<file path="src/rtl/spi_frame_decoder_if.sv">
// Byte stream, transmit handshake and register port of spi_frame_decoder.
// master: decoder side; slave: shifter / register bank side.
interface spi_frame_decoder_if #(
  parameter int ADDR_WIDTH = 8
) ();
  logic                  in_data_valid;
  logic [7:0]            in_data;
  logic                  out_data_valid;
  logic [7:0]            out_data;
  logic                  out_data_ready;
  logic                  reg_write;
  logic                  reg_read;
  logic [ADDR_WIDTH-1:0] reg_address;
  logic [7:0]            reg_write_data;
  logic [7:0]            reg_read_data;

  modport master (
    input  in_data_valid, in_data,
    input  out_data_ready, reg_read_data,
    output out_data_valid, out_data,
    output reg_write, reg_read,
    output reg_address, reg_write_data
  );

  modport slave (
    output in_data_valid, in_data,
    output out_data_ready, reg_read_data,
    input  out_data_valid, out_data,
    input  reg_write, reg_read,
    input  reg_address, reg_write_data
  );
endinterface

</file>
<file path="src/rtl/spi_frame_decoder.sv">
// SPI byte-frame decoder: opcode/address/data frames -> register strobes,
// read data returned over a valid/ready handshake.
// Ports: clock, not_reset (async, active low), frame_idle (CS deasserted),
//   bus (spi_frame_decoder_if.master), overrun (sticky), error_count.
// Option: SPI_FRAME_DECODER_ERROR_COUNT_EN enables the saturating
//   error counter; otherwise error_count is tied to zero.
module spi_frame_decoder #(
  parameter int ADDR_WIDTH = 8
) (
  input  logic                clock,
  input  logic                not_reset,
  input  logic                frame_idle,
  spi_frame_decoder_if.master bus,
  output logic                overrun,
  output logic [7:0]          error_count
);

  typedef enum logic [2:0] {
    S_OPCODE,
    S_ADDRESS,
    S_WRITE,
    S_READ,
    S_DISCARD
  } state_t;

  state_t                state;
  logic                  is_read;
  logic                  idle_q;
  logic [ADDR_WIDTH-1:0] addr;

  always_ff @(posedge clock or negedge not_reset) begin
    if (!not_reset) begin
      state              <= S_OPCODE;
      is_read            <= 1'b0;
      idle_q             <= 1'b0;
      addr               <= '0;
      overrun            <= 1'b0;
      bus.reg_write      <= 1'b0;
      bus.reg_read       <= 1'b0;
      bus.reg_address    <= '0;
      bus.reg_write_data <= 8'h00;
      bus.out_data_valid <= 1'b0;
      bus.out_data       <= 8'h00;
    end else begin
      idle_q        <= frame_idle;
      bus.reg_write <= 1'b0;
      bus.reg_read  <= 1'b0;

      if (frame_idle) begin
        state <= S_OPCODE;
      end else if (bus.in_data_valid) begin
        unique case (state)
          S_OPCODE: begin
            unique case (1'b1)
              (bus.in_data == 8'h01): begin
                is_read <= 1'b0;
                state   <= S_ADDRESS;
              end
              (bus.in_data == 8'h02): begin
                is_read <= 1'b1;
                state   <= S_ADDRESS;
              end
              default: state <= S_DISCARD;
            endcase
          end
          S_ADDRESS: begin
            addr            <= bus.in_data[ADDR_WIDTH-1:0];
            bus.reg_address <= bus.in_data[ADDR_WIDTH-1:0];
            bus.reg_read    <= is_read;
            state           <= is_read ? S_READ : S_WRITE;
          end
          S_WRITE: begin
            bus.reg_write      <= 1'b1;
            bus.reg_address    <= addr;
            bus.reg_write_data <= bus.in_data;
            addr               <= addr + 1'b1;
          end
          S_READ: begin
            bus.reg_read    <= 1'b1;
            bus.reg_address <= addr + 1'b1;
            addr            <= addr + 1'b1;
          end
          S_DISCARD: state <= S_DISCARD;
          default:   state <= S_OPCODE;
        endcase
      end

      // Frame start clears the sticky flag; a drop in the
      // same cycle still wins because it is assigned later.
      if (idle_q && !frame_idle)
        overrun <= 1'b0;

      // Bank data is sampled while reg_read is high so the
      // result is offered on the following cycle.
      if (frame_idle) begin
        bus.out_data_valid <= 1'b0;
      end else if (bus.reg_read) begin
        if (bus.out_data_valid && !bus.out_data_ready) begin
          overrun <= 1'b1;
        end else begin
          bus.out_data       <= bus.reg_read_data;
          bus.out_data_valid <= 1'b1;
        end
      end else if (bus.out_data_valid && bus.out_data_ready) begin
        bus.out_data_valid <= 1'b0;
      end
    end
  end

`ifdef SPI_FRAME_DECODER_ERROR_COUNT_EN
  logic       bad_op;
  logic       drop;
  logic [1:0] inc;
  logic [8:0] sum;
  logic [7:0] err_q;

  assign bad_op = !frame_idle && bus.in_data_valid &&
                  (state == S_OPCODE) &&
                  (bus.in_data != 8'h01) &&
                  (bus.in_data != 8'h02);
  assign drop   = !frame_idle && bus.reg_read &&
                  bus.out_data_valid && !bus.out_data_ready;
  assign inc    = {1'b0, bad_op} + {1'b0, drop};
  assign sum    = {1'b0, err_q} + {7'b0, inc};

  always_ff @(posedge clock or negedge not_reset) begin
    if (!not_reset)
      err_q <= 8'h00;
    else
      err_q <= sum[8] ? 8'hFF : sum[7:0];
  end

  assign error_count = err_q;
`else
  assign error_count = 8'h00;
`endif

endmodule
</file>
<file path="src/flat_wrapper.sv">
// flat-port wrapper written by rule: the top's interface ports become plain ports
module spi_frame_decoder_flat 
#(
  parameter int ADDR_WIDTH = 8
)
  (clock, not_reset, frame_idle, overrun, error_count, bus_in_data_valid, bus_in_data, bus_out_data_ready, bus_reg_read_data, bus_out_data_valid, bus_out_data, bus_reg_write, bus_reg_read, bus_reg_address, bus_reg_write_data);
  spi_frame_decoder_if #(.ADDR_WIDTH(ADDR_WIDTH)) bus_i ();
  input  logic clock;
  input  logic not_reset;
  input  logic frame_idle;
  output logic overrun;
  output logic [7:0] error_count;
  input wire logic [$bits(bus_i.in_data_valid)-1:0] bus_in_data_valid;
  input wire logic [$bits(bus_i.in_data)-1:0] bus_in_data;
  input wire logic [$bits(bus_i.out_data_ready)-1:0] bus_out_data_ready;
  input wire logic [$bits(bus_i.reg_read_data)-1:0] bus_reg_read_data;
  output wire logic [$bits(bus_i.out_data_valid)-1:0] bus_out_data_valid;
  output wire logic [$bits(bus_i.out_data)-1:0] bus_out_data;
  output wire logic [$bits(bus_i.reg_write)-1:0] bus_reg_write;
  output wire logic [$bits(bus_i.reg_read)-1:0] bus_reg_read;
  output wire logic [$bits(bus_i.reg_address)-1:0] bus_reg_address;
  output wire logic [$bits(bus_i.reg_write_data)-1:0] bus_reg_write_data;
  assign bus_i.in_data_valid = bus_in_data_valid;
  assign bus_i.in_data = bus_in_data;
  assign bus_i.out_data_ready = bus_out_data_ready;
  assign bus_i.reg_read_data = bus_reg_read_data;
  assign bus_out_data_valid = bus_i.out_data_valid;
  assign bus_out_data = bus_i.out_data;
  assign bus_reg_write = bus_i.reg_write;
  assign bus_reg_read = bus_i.reg_read;
  assign bus_reg_address = bus_i.reg_address;
  assign bus_reg_write_data = bus_i.reg_write_data;
  spi_frame_decoder #(.ADDR_WIDTH(ADDR_WIDTH)) u_core (.clock(clock), .not_reset(not_reset), .frame_idle(frame_idle), .bus(bus_i), .overrun(overrun), .error_count(error_count));
endmodule
</file>
<file path="config.mk">
export PLATFORM = sky130hd
export DESIGN_NAME = spi_frame_decoder_flat
export DESIGN_NICKNAME = d
export VERILOG_FILES = /design/src/rtl/spi_frame_decoder_if.sv /design/src/rtl/spi_frame_decoder.sv /design/src/flat_wrapper.sv
export SDC_FILE = /design/constraint.sdc
export NUM_CORES = 1
export LEC_CHECK = 0
export BUFFER_PORTS_ARGS = -buffer_cell sky130_fd_sc_hd__buf_4
export CORE_AREA = 5 5 68 70
export CTS_CLUSTER_DIAMETER = 80
export CTS_CLUSTER_SIZE = 8
export DETAILED_ROUTE_END_ITERATION = 8
export DIE_AREA = 0 0 73 75
export PLACE_DENSITY = 0.86
export SYNTH_ARGS = -nofsm -noshare
export SYNTH_HDL_FRONTEND = slang
export SYNTH_SLANG_ARGS = --single-unit
</file>
<file path="constraint.sdc">
create_clock -name clock -period 3.2 [get_ports clock]
set_clock_uncertainty 0.2 [all_clocks]
set_input_delay 0.16 -clock clock [delete_from_list [all_inputs] [get_ports clock]]
set_output_delay 0.16 -clock clock [all_outputs]
set_load 0.02 [all_outputs]
</file>
; ---- Yosys cells after proc, flatten, opt, wreduce, memory -nomap -nowiden
; Index checks and enable logic that the tools add are counted.
[op_classes]
muxes = 22
bitwise = 2
add_sub_neg = 1
eq_ne = 8
n_reduce_logical = 20
[op_table]
columns = cell, n
row1 = $pmux 8 s3, 1
row2 = $pmux 8 s2, 1
row3 = $mux 1, 14
row4 = $pmux 3 s4, 1
row5 = $reduce_and 3->1, 4
row6 = $mux 3, 3
row7 = $add 8x1->8 const B, 1
row8 = $eq 8x1->1 const B, 1
row9 = $eq 8x2->1 const B, 1
row10 = $eq 3x2->1 const B, 2
row11 = $reduce_bool 2->1, 3
row12 = $reduce_bool 3->1, 2
row13 = $pmux 1 s2, 2
row14 = $reduce_and 2->1, 2
row15 = $reduce_and 4->1, 1
row16 = $reduce_or 2->1, 2
row17 = $eq 3x1->1 const B, 1
row18 = $eq 3x3->1 const B, 1
row19 = $logic_and 1x1->1, 3
row20 = $logic_not 3->1, 1
row21 = $ne 3x3->1 const B, 1
row22 = $logic_not 1->1, 2
row23 = $ne 2x1->1 const B, 1
row24 = $not 1->1, 2
[totals]
output_inout_bits = 36
in_bits = 21
register_bits = 41

; ---- Depth between registers and ports, before layout
; Gate-level depths: netlist (run 1).
[depth]
word_depth = 6
ltp_mapped = 7

; ---- Least setup slack after synthesis (run 1)
; No wires, ideal clock.
[synth_timing]
path_type = reg-to-reg
startpoint = reg u_core.state[2]
endpoint = reg u_core.is_read
slack_ps = 1376
arrival_time_ps = 1499
path_stages_with_launch = 6
path_buffers = 1
required_ps = 2875
setup_ps = 125
cell_sequence = dfrtp_1 > buf_2 > nor4_1 > nand3_1 > or4_4 > mux2_4
[synth_via]
elab_chain_len = 2
[synth_lines]
columns = element, line_no
row1 = start: declaration, spi_frame_decoder.sv:26  ; state_t state;
row2 = start signal: assignment, spi_frame_decoder.sv:70  ; state <= is_read ? S_READ : S_WRITE;
row3 = $logic_not 3->1, spi_frame_decoder.sv:52  ; unique case (state)
row4 = $reduce_and 4->1 (no line), -
row5 = end signal: assignment, spi_frame_decoder.sv:34  ; is_read <= 1'b0;
row6 = end signal: assignment, spi_frame_decoder.sv:56  ; is_read <= 1'b0;
row7 = end signal: assignment, spi_frame_decoder.sv:60  ; is_read <= 1'b1;
row8 = end: declaration, spi_frame_decoder.sv:27  ; logic is_read;
; No other way between the ends.
; A chain may end at the register's enable or synchronous reset.

; ---- Final worst setup path (run 1)
[layout_timing]
startpoint = reg u_core.state[0]
endpoint = reg u_core.addr[7]
[layout_via]
elab_chain_len = 4
elab_cells_between_ends = 7
[layout_lines]
columns = element, line_no
row1 = $eq 3x2->1, spi_frame_decoder.sv:52
row2 = $reduce_or 2->1 (no line), -
row3 = $reduce_bool 2->1 (no line), -
row4 = $reduce_and 3->1 (no line), -
row5 = end signal: assignment, spi_frame_decoder.sv:67  ; addr <= bus.in_data[ADDR_WIDTH-1:0];
row6 = end signal: assignment, spi_frame_decoder.sv:76  ; addr <= addr + 1'b1;
row7 = end signal: assignment, spi_frame_decoder.sv:81  ; addr <= addr + 1'b1;
row8 = end: declaration, spi_frame_decoder.sv:29  ; logic [ADDR_WIDTH-1:0] addr;
; Parallel ways exist; a longest one is shown, timed or not.

==> reports/summary.txt, run 1 <==
Number of vias in the routed layout = 1,782
Setup slack after layout = 931 ps
Worst r2r src = u_core.state[0]$_DFFE_PN0P_
RSZ-0062 raised after global routing = false
Placement-stage worst setup slack = 976 ps
Via density per instance = 5.66
Highest clock frequency the design can meet = 0.441 GHz
Yosys reg bits = 41
Gpl congestion = 0.841
Total half-perimeter wirelength after legalization and detailed placement = 3.51 mm
Total count of hold-check failures in the final report = 0
Setup slack on the worst flop-to-flop path = 930 ps
Outcome = finished clean
Clock Path Buffers = 2
Starting utilization of the core area = 53.3%
Worst vdd ir = 0.000429 V
Die width = 73 um
Fill cell count = 281
Maximum number of pins on one net before global-route repair = 42
Number of design rule violations left after detail routing = 0
Data arrival time of the worst path = 2250 ps
Buffer count from post-CTS setup fixing = 0
Drt first pass iters = 4
Global routing usage summed across all routing layers = 22.9%
Depth of the worst register-to-register path = 4
Headroom to the max-slew limit = 38.4%
Total wire length = 5.62 mm
Type of the worst min-delay path = in -> async
Post-DRT Antenna Nets = 0
Mean cell area of the mapped netlist = 10.5 sq um
Worst skew pair latency = 290 ps
Min Tclk post-route = 2270 ps
Kind of capture point of the worst setup path = flip-flop
Std cell rows = 23
Total global routing overflow = 0
Category of the critical setup timing path = reg -> reg
Max capacitance violation total = 0
Leakage power = 1.29 nW
CTS clock-pin slew for the worst setup and hold paths = 80 ps
Fin crit share = 70.9%
Share of synthesized registers carrying an async set or reset = 100%
Setup violation total in the final timing report = 0
Peak fanout along the critical path = 18
Root buf cell = sky130_fd_sc_hd__clkbuf_8
Hold buffers post-CTS = 20
PwrDens = 405 mW/mm^2
Drt initial violations = 99
Sequential cell area = 0.00103 sq mm
Count of clock tree sinks = 41
Antenna diode instance count = 0
Combined area of the multi-input logic cells = 961 sq um
Ratio of cells with drive above 1 in the final layout = 31.3%
Max H-tree Level = 2
I/O pins = 57
Endpoint required time on the critical path = 3180 ps
TritonCTS clock tree = done
Placed standard-cell area = 0.00243 sq mm
Total negative slack for setup checks = 0 ps
Quantity of gates resized following cts = 0
Transition time of the tightest slew-check pin = 922 ps
Synthesized instance count = 198
Worst Setup Start Kind = flip-flop
Post-route design area = 0.00275 sq mm
Final Slew Violations = 0
Post-synth top flop = sky130_fd_sc_hd__dfrtp_1
EDFF count, synth = 0
Synth top area cells = sky130_fd_sc_hd__dfrtp_1, sky130_fd_sc_hd__mux2_2, sky130_fd_sc_hd__nand2_1
Number of antenna violations at the first check in global routing = 0
Cell type contributing the most total cell area after synthesis = sky130_fd_sc_hd__dfrtp_1
Netlist cell types = 46
Part of the Yosys area used for sequential elements = 49.2%
R2R Path End = u_core.addr[7]$_DFFE_PN0P_
Synthesis-to-finish area growth = 31.8%
Vias in the first global route = 1,845
Global-route wire length before repair = 9.42 mm
Nets@finish = 286
Chip Height = 75 um
Number of buffers created by CTS = 5
Area share of the largest cell type after synthesis = 49.2%
Area enclosed by the die boundary = 0.00548 sq mm
IO buf count = 48
Area of the mapped netlist = 0.00209 sq mm
Yosys synthesis warning count = 0
Area of the placeable core = 0.00391 sq mm
Avg WL per Cell = 17.8 um
[how the worst max path moves through the flow]
| stage | startpoint | end | slack (ps) | cells past startpoint |
|---|---|---|---|---|
| 3_5_place_dp | u_core.state[0]$_DFFE_PN0P_ | u_core.addr[7]$_DFFE_PN0P_ | 980 | 4 |
| 4_1_cts | u_core.state[0]$_DFFE_PN0P_ | u_core.addr[7]$_DFFE_PN0P_ | 960 | 4 |
| 5_1_grt | u_core.state[0]$_DFFE_PN0P_ | u_core.bus.reg_address[7]$_DFFE_PN0P_ | 780 | 4 |
| 2_1_floorplan | u_core.state[2]$_DFFE_PN0P_ | u_core.is_read$_DFFE_PN0P_ | 1380 | 5 |
| 3_3_place_gp | u_core.state[0]$_DFFE_PN0P_ | u_core.addr[7]$_DFFE_PN0P_ | 1050 | 4 |
| 6_report | u_core.state[0]$_DFFE_PN0P_ | u_core.addr[7]$_DFFE_PN0P_ | 930 | 4 |
[synth_stat cells, types with 2 or more instances]
| cell type | n |
|---|---|
| sky130_fd_sc_hd__a221oi_1 | 2 |
| sky130_fd_sc_hd__nor4b_1 | 2 |
| sky130_fd_sc_hd__nor2b_1 | 5 |
| sky130_fd_sc_hd__nor3_1 | 3 |
| sky130_fd_sc_hd__dfrtp_1 | 41 |
| sky130_fd_sc_hd__buf_2 | 4 |
| sky130_fd_sc_hd__o31ai_1 | 2 |
| sky130_fd_sc_hd__nand2b_1 | 4 |
| sky130_fd_sc_hd__a21o_1 | 2 |
| sky130_fd_sc_hd__buf_4 | 8 |
| sky130_fd_sc_hd__clkbuf_1 | 3 |
| sky130_fd_sc_hd__mux2_2 | 17 |
| sky130_fd_sc_hd__a22o_1 | 2 |
| sky130_fd_sc_hd__a221o_1 | 3 |
| sky130_fd_sc_hd__nor2_1 | 17 |
| sky130_fd_sc_hd__a21oi_1 | 8 |
| sky130_fd_sc_hd__nand3_1 | 4 |
| sky130_fd_sc_hd__buf_6 | 2 |
| sky130_fd_sc_hd__xnor2_1 | 3 |
| sky130_fd_sc_hd__inv_1 | 3 |
| sky130_fd_sc_hd__nand2_1 | 18 |
| sky130_fd_sc_hd__o21ai_0 | 10 |
| sky130_fd_sc_hd__nand3b_1 | 3 |
| sky130_fd_sc_hd__xor2_1 | 2 |
| sky130_fd_sc_hd__nor4_1 | 3 |
| sky130_fd_sc_hd__a31oi_1 | 3 |
| sky130_fd_sc_hd__or3_1 | 3 |
| sky130_fd_sc_hd__nand4_1 | 3 |
[worst max-delay path: stages (launching register included)]
cell and delay [ps]:
sky130_fd_sc_hd__dfrtp_1 670, sky130_fd_sc_hd__nor2_1 160, sky130_fd_sc_hd__or3_1 580, sky130_fd_sc_hd__a21o_1 250, sky130_fd_sc_hd__a221o_1 290
[cell usage in the layout (no fill, tap or decap), types with 3 or more instances in the layout]
| cell | n |
|---|---|
| sky130_fd_sc_hd__nand4_1 | 3 |
| sky130_fd_sc_hd__dlygate4sd3_1 | 20 |
| sky130_fd_sc_hd__a31oi_1 | 3 |
| sky130_fd_sc_hd__mux2_2 | 17 |
| sky130_fd_sc_hd__or3_1 | 3 |
| sky130_fd_sc_hd__a21oi_1 | 8 |
| sky130_fd_sc_hd__inv_1 | 3 |
| sky130_fd_sc_hd__dfrtp_1 | 41 |
| sky130_fd_sc_hd__xnor2_1 | 3 |
| sky130_fd_sc_hd__nand3b_1 | 3 |
| sky130_fd_sc_hd__clkbuf_8 | 6 |
| sky130_fd_sc_hd__nand2_1 | 18 |
| sky130_fd_sc_hd__o21ai_0 | 10 |
| sky130_fd_sc_hd__a221o_1 | 3 |
| sky130_fd_sc_hd__nor2b_1 | 5 |
| sky130_fd_sc_hd__conb_1 | 8 |
| sky130_fd_sc_hd__buf_4 | 49 |
| sky130_fd_sc_hd__nand3_1 | 4 |
| sky130_fd_sc_hd__nor4_1 | 3 |
| sky130_fd_sc_hd__nor3_1 | 3 |
| sky130_fd_sc_hd__nor2_1 | 17 |
| sky130_fd_sc_hd__nand2b_1 | 4 |
[report_power, final]
part,leakage [nW],total [mW],internal (mW),switching [mW]
Sequential,0.546,0.550,0.533,0.0169
Combinational,0.690,0.128,0.0620,0.0662
Clock,0.0574,0.436,0.254,0.183
Total,1.29,1.11,0.849,0.266
[state kept, by name (all words and copies together), names as in the netlist, 3 cells and up]
name                       flops
u_core.addr                    8
u_core.bus.reg_write_data      8
u_core.bus.out_data            8
u_core.bus.reg_address         8
u_core.state                   3
[kinds of logic after synthesis]
family / Yosys count / synth area share [%]
compound gates: 37 / 12.2
simple gates: 74 / 19.3
fa+ha+maj: 1 / 0.600
xor+xnor: 5 / 2.10
other cells: 1 / 0.180
mux: 19 / 10.4
flops: 41 / 49.2
buf+inv: 20 / 6.00
[metrics by stage]
stage	power (mW)	util (%)	std cells	hold slack [ps]
2_1_floorplan	0.613	-	205	-336
3_3_place_gp	0.661	62.1	287	-30.1
3_5_place_dp	0.666	62.1	287	-26.3
4_1_cts	1.11	70.2	315	203
5_1_grt	1.16	70.2	315	235
6_report	1.11	70.2	315	182
[cell type report]
type / count / share of cell area (%)
clock buffers: 6 / 3.00
clock inverters: 2 / 1.37
inverters: 3 / 0.410
multi-input cells: 144 / 35.0
flip-flops and latches: 41 / 37.3
well taps: 50 / 2.28
repair buffers: 69 / 20.7
[per-layer routing]
| layer | vias to the layer above | wire length, um | GRT usage, % |
|---|---|---|---|
| met4 | 0 | 126 | 9.22 |
| met2 | 75 | 2930 | 38.3 |
| met3 | 13 | 399 | 6.68 |
| li1 | 822 | - | - |
| met5 | - | 0 | 0 |
| met1 | 872 | 2160 | 28.0 |
Power figures use the tool's default switching activity.
==> inputs of run 2 (changes only) <==
--- a/config.mk
+++ b/config.mk
@@ -6,12 +6,12 @@
 export NUM_CORES = 1
 export LEC_CHECK = 0
 export BUFFER_PORTS_ARGS = -buffer_cell sky130_fd_sc_hd__buf_4
-export CORE_AREA = 5 5 68 70
+export CORE_AREA = 5 5 73 75
 export CTS_CLUSTER_DIAMETER = 80
 export CTS_CLUSTER_SIZE = 8
 export DETAILED_ROUTE_END_ITERATION = 8
-export DIE_AREA = 0 0 73 75
-export PLACE_DENSITY = 0.86
+export DIE_AREA = 0 0 78 80
+export PLACE_DENSITY = 0.79
 export SYNTH_ARGS = -nofsm -noshare
 export SYNTH_HDL_FRONTEND = slang
 export SYNTH_SLANG_ARGS = --single-unit
==> constraint.sdc (replaced) <==
create_clock -name clock -period 1.83 [get_ports clock]
set_clock_uncertainty 0.2 [all_clocks]
set_input_delay 0.0915 -clock clock [delete_from_list [all_inputs] [get_ports clock]]
set_output_delay 0.0915 -clock clock [all_outputs]
set_load 0.02 [all_outputs]
==> run 2 against run 1 <==
  * Core utilization is 6.9 points lower
  * Cell area is 5.9% higher
  * Sequential share of layout area is 2.0 points lower
  * Global-route usage is 4.5 points lower
  * Sequential power is 73% higher
  * Critical path depth is 2 higher
  * Die area is 14% higher
  * Routed wire length is 4.6% lower
  * Critical endpoint is now u_core.is_read$_DFFE_PN0P_
  * Non-clock buffer count is 19 higher
  * Flip-flop and latch count stayed put
  * Combinational power is 89% higher
  * Cell count is 7.3% higher
==> reports/summary.txt, run 2 (same netlist as run 1, synthesis figures left out) <==
Total global routing overflow = 0 (unchanged)
Kind of capture point of the worst setup path = flip-flop
Synthesis-to-finish area growth = 39.6%
Number of buffers created by CTS = 5 (unchanged)
Leading cell type in the layout, fill and taps excluded = sky130_fd_sc_hd__buf_4
Clock Path Buffers = 2 (unchanged)
Category of the critical setup timing path = in -> reg
Flop pwr share = 49.1% (-0.2 points)
Power share of the combinational group = 12.4% (+0.9 points)
Std cell rows = 25 (+8.7%)
Gpl congestion = 0.871 (+3.6%)
Fin util = 63.3% (-6.9 points)
Final Slew Violations = 0 (unchanged)
Peak fanout along the critical path = 4 (-14)
PwrDens = 667 mW/mm^2 (+64%)
Path length in cells of the critical path = 6 (+2)
Worst Setup Start Kind = primary input
Series of cell instances along the critical path = dlygate4sd3_1, buf_4, nor3_2, nand3_1, or4_4, mux2_4
Outcome = finished clean
Ratio of cells with drive above 1 in the final layout = 37.7% (+6.4 points)
Number of design rule violations left after detail routing = 0 (unchanged)
Max capacitance violation total = 0 (unchanged)
Setup violation total in the final timing report = 0 (unchanged)
Power share of the clock group = 38.4% (-0.8 points)
Fill cell count = 371 (+32%)
Total count of hold-check failures in the final report = 0 (unchanged)
Maximum number of pins on one net before global-route repair = 42 (unchanged)
Endpoint required time on the critical path = 1820 ps (-1360 ps)
TritonCTS clock tree = done
Area of the placeable core = 0.00460 sq mm (+17%)
Vias in the first global route = 1,855 (+0.54%)
Drt initial violations = 201 (+100%)
Worst vdd ir = 0.000499 V (+16%)
Transition time of the tightest slew-check pin = 529 ps (-393 ps)
Data arrival time of the worst path = 1790 ps (-460 ps)
Antenna diode instance count = 0 (unchanged)
Area enclosed by the die boundary = 0.00624 sq mm (+14%)
Starting utilization of the core area = 45.4% (-7.9 points)
Sw frac = 24.8% (+0.95 points)
Total wire length = 5.36 mm (-4.6%)
Depth of the worst register-to-register path = 4 (unchanged)
Buffer count from post-CTS setup fixing = 0 (unchanged)
Drt first pass iters = 4 (unchanged)
Family with the most delay on the worst path = buffers and inverters
Slowest stage cell on the critical path = sky130_fd_sc_hd__dlygate4sd3_1
Worst skew pair latency = 300 ps (about the same)
Total half-perimeter wirelength after legalization and detailed placement = 3.68 mm (+4.8%)
CTS clock-pin slew for the worst setup and hold paths = 90 ps (about the same)
Placement-stage worst setup slack = 46.2 ps (-930 ps)
Number of vias in the routed layout = 1,792 (+0.56%)
Crit path buffers/inverters = 2 (+2)
Fin crit share = 98.3%
Global-route wire length before repair = 9.18 mm (-2.6%)
Avg WL per Cell = 15.9 um (-11%)
Internal portion of total power = 1.46 mW (+72%)
Setup slack after layout = 31.4 ps (-899 ps)
Psw = 0.481 mW (+81%)
Nets@finish = 305 (+6.6%)
Type of the worst min-delay path = in -> reg
Min Tclk post-route = 1800 ps
Leakage power = 1.39 nW (+7.2%)
CP peak stage delay = 540 ps (-130 ps)
Highest clock frequency the design can meet = 0.556 GHz
Total negative slack for setup checks = 0 ps (unchanged)
RSZ-0062 raised after global routing = true
I/O pins = 57 (unchanged)
Commonest cells after routing, fill and taps aside = sky130_fd_sc_hd__buf_4, sky130_fd_sc_hd__dfrtp_1, sky130_fd_sc_hd__dlygate4sd3_1
Post-DRT Antenna Nets = 0 (unchanged)
Die width = 78 um (+6.8%)
Global routing usage summed across all routing layers = 18.4% (-4.5 points)
Number of antenna violations at the first check in global routing = 0 (unchanged)
Max H-tree Level = 2 (unchanged)
Via density per instance = 5.30 (-6.3%)
Headroom to the max-slew limit = 64.7% (+26 points)
Worst hold path depth = 5
Total power = 1.94 mW (+74%)
Chip Height = 80 um (+6.7%)
IO buf count = 48 (unchanged)
Count of clock tree sinks = 41 (unchanged)
Root buf cell = sky130_fd_sc_hd__clkbuf_8
Worst hold slack = 10.7 ps (-171 ps)
==> run 2: changes by cell type in the layout (fill, tap and decap cells not counted), sizes merged <==
cell,previous run,this run
buf,49,68
clkbuf,6,5
clkinv,0,1
==> run 2: final cells by class <==
| cell class | instances | area [sq um] | area share (%) |
|---|---|---|---|
| Clock buffer | 5 | 68.8 | 2.36 |
| Inverter | 3 | 11.3 | 0.387 |
| Timing Repair Buffer | 88 | 711 | 24.4 |
| Sequential cell | 41 | 1030 | 35.3 |
| Tap cell | 54 | 67.6 | 2.32 |
| Multi-Input combinational cell | 144 | 980 | 33.6 |
| Clock inverter | 3 | 46.3 | 1.59 |
==> run 2: worst reg2reg max path, stage by stage, from the launching register on <==
cell and delay [ps]:
sky130_fd_sc_hd__dfrtp_1 420, sky130_fd_sc_hd__nor4_2 160, sky130_fd_sc_hd__nand3_1 120, sky130_fd_sc_hd__or4_4 440
sky130_fd_sc_hd__mux2_4 300
==> run 2: worst paths after layout <==
| path | start | to | slack, ps |
|---|---|---|---|
| max | bus_in_data[5] | u_core.is_read$_DFFE_PN0P_ | 30 |
| max in group asynchronous | not_reset | u_core.addr[1]$_DFFE_PN0P_ | 930 |
| min reg2reg | u_core.bus.reg_address[0]$_DFFE_PN0P_ | u_core.bus.reg_address[0]$_DFFE_PN0P_ | 310 |
| min in group asynchronous | not_reset | u_core.overrun$_DFF_PN0_ | 90 |
| max reg2reg | u_core.state[2]$_DFFE_PN0P_ | u_core.is_read$_DFFE_PN0P_ | 80 |
| min | bus_in_data[2] | u_core.state[2]$_DFFE_PN0P_ | 10 |
==> run 2: metal layers <==
metal,part of all wire (%),GRT usage (%),vias up
met5,0,0,-
met4,0.99,6.25,0
met3,8.2,4.63,5
met2,48,28.1,71
met1,43,25.4,856
li1,-,-,860
==> run 2: per-stage QoR <==
stage	std cells	instance area [sq um]
after floorplan	205	2110
after detailed placement	310	2580
final	338	2910
after CTS	338	2890
after global placement	310	2580
after global routing	338	2910
==> run 2: repair_timing <==
item,CTS,global route
hold endpoints to repair,73,0
endpoints found under the setup margin,0,11
resized for setup,0,5
hold buffers,20,0
==> run 2: power groups by stage <==
stage	logic [mW]	clock network (mW)	registers (mW)
after detailed placement	0.205	0	0.971
after floorplan	0.0843	0	0.988
after global placement	0.201	0	0.969
final	0.242	0.746	0.953
after global routing	0.263	0.806	0.958
after CTS	0.241	0.764	0.953
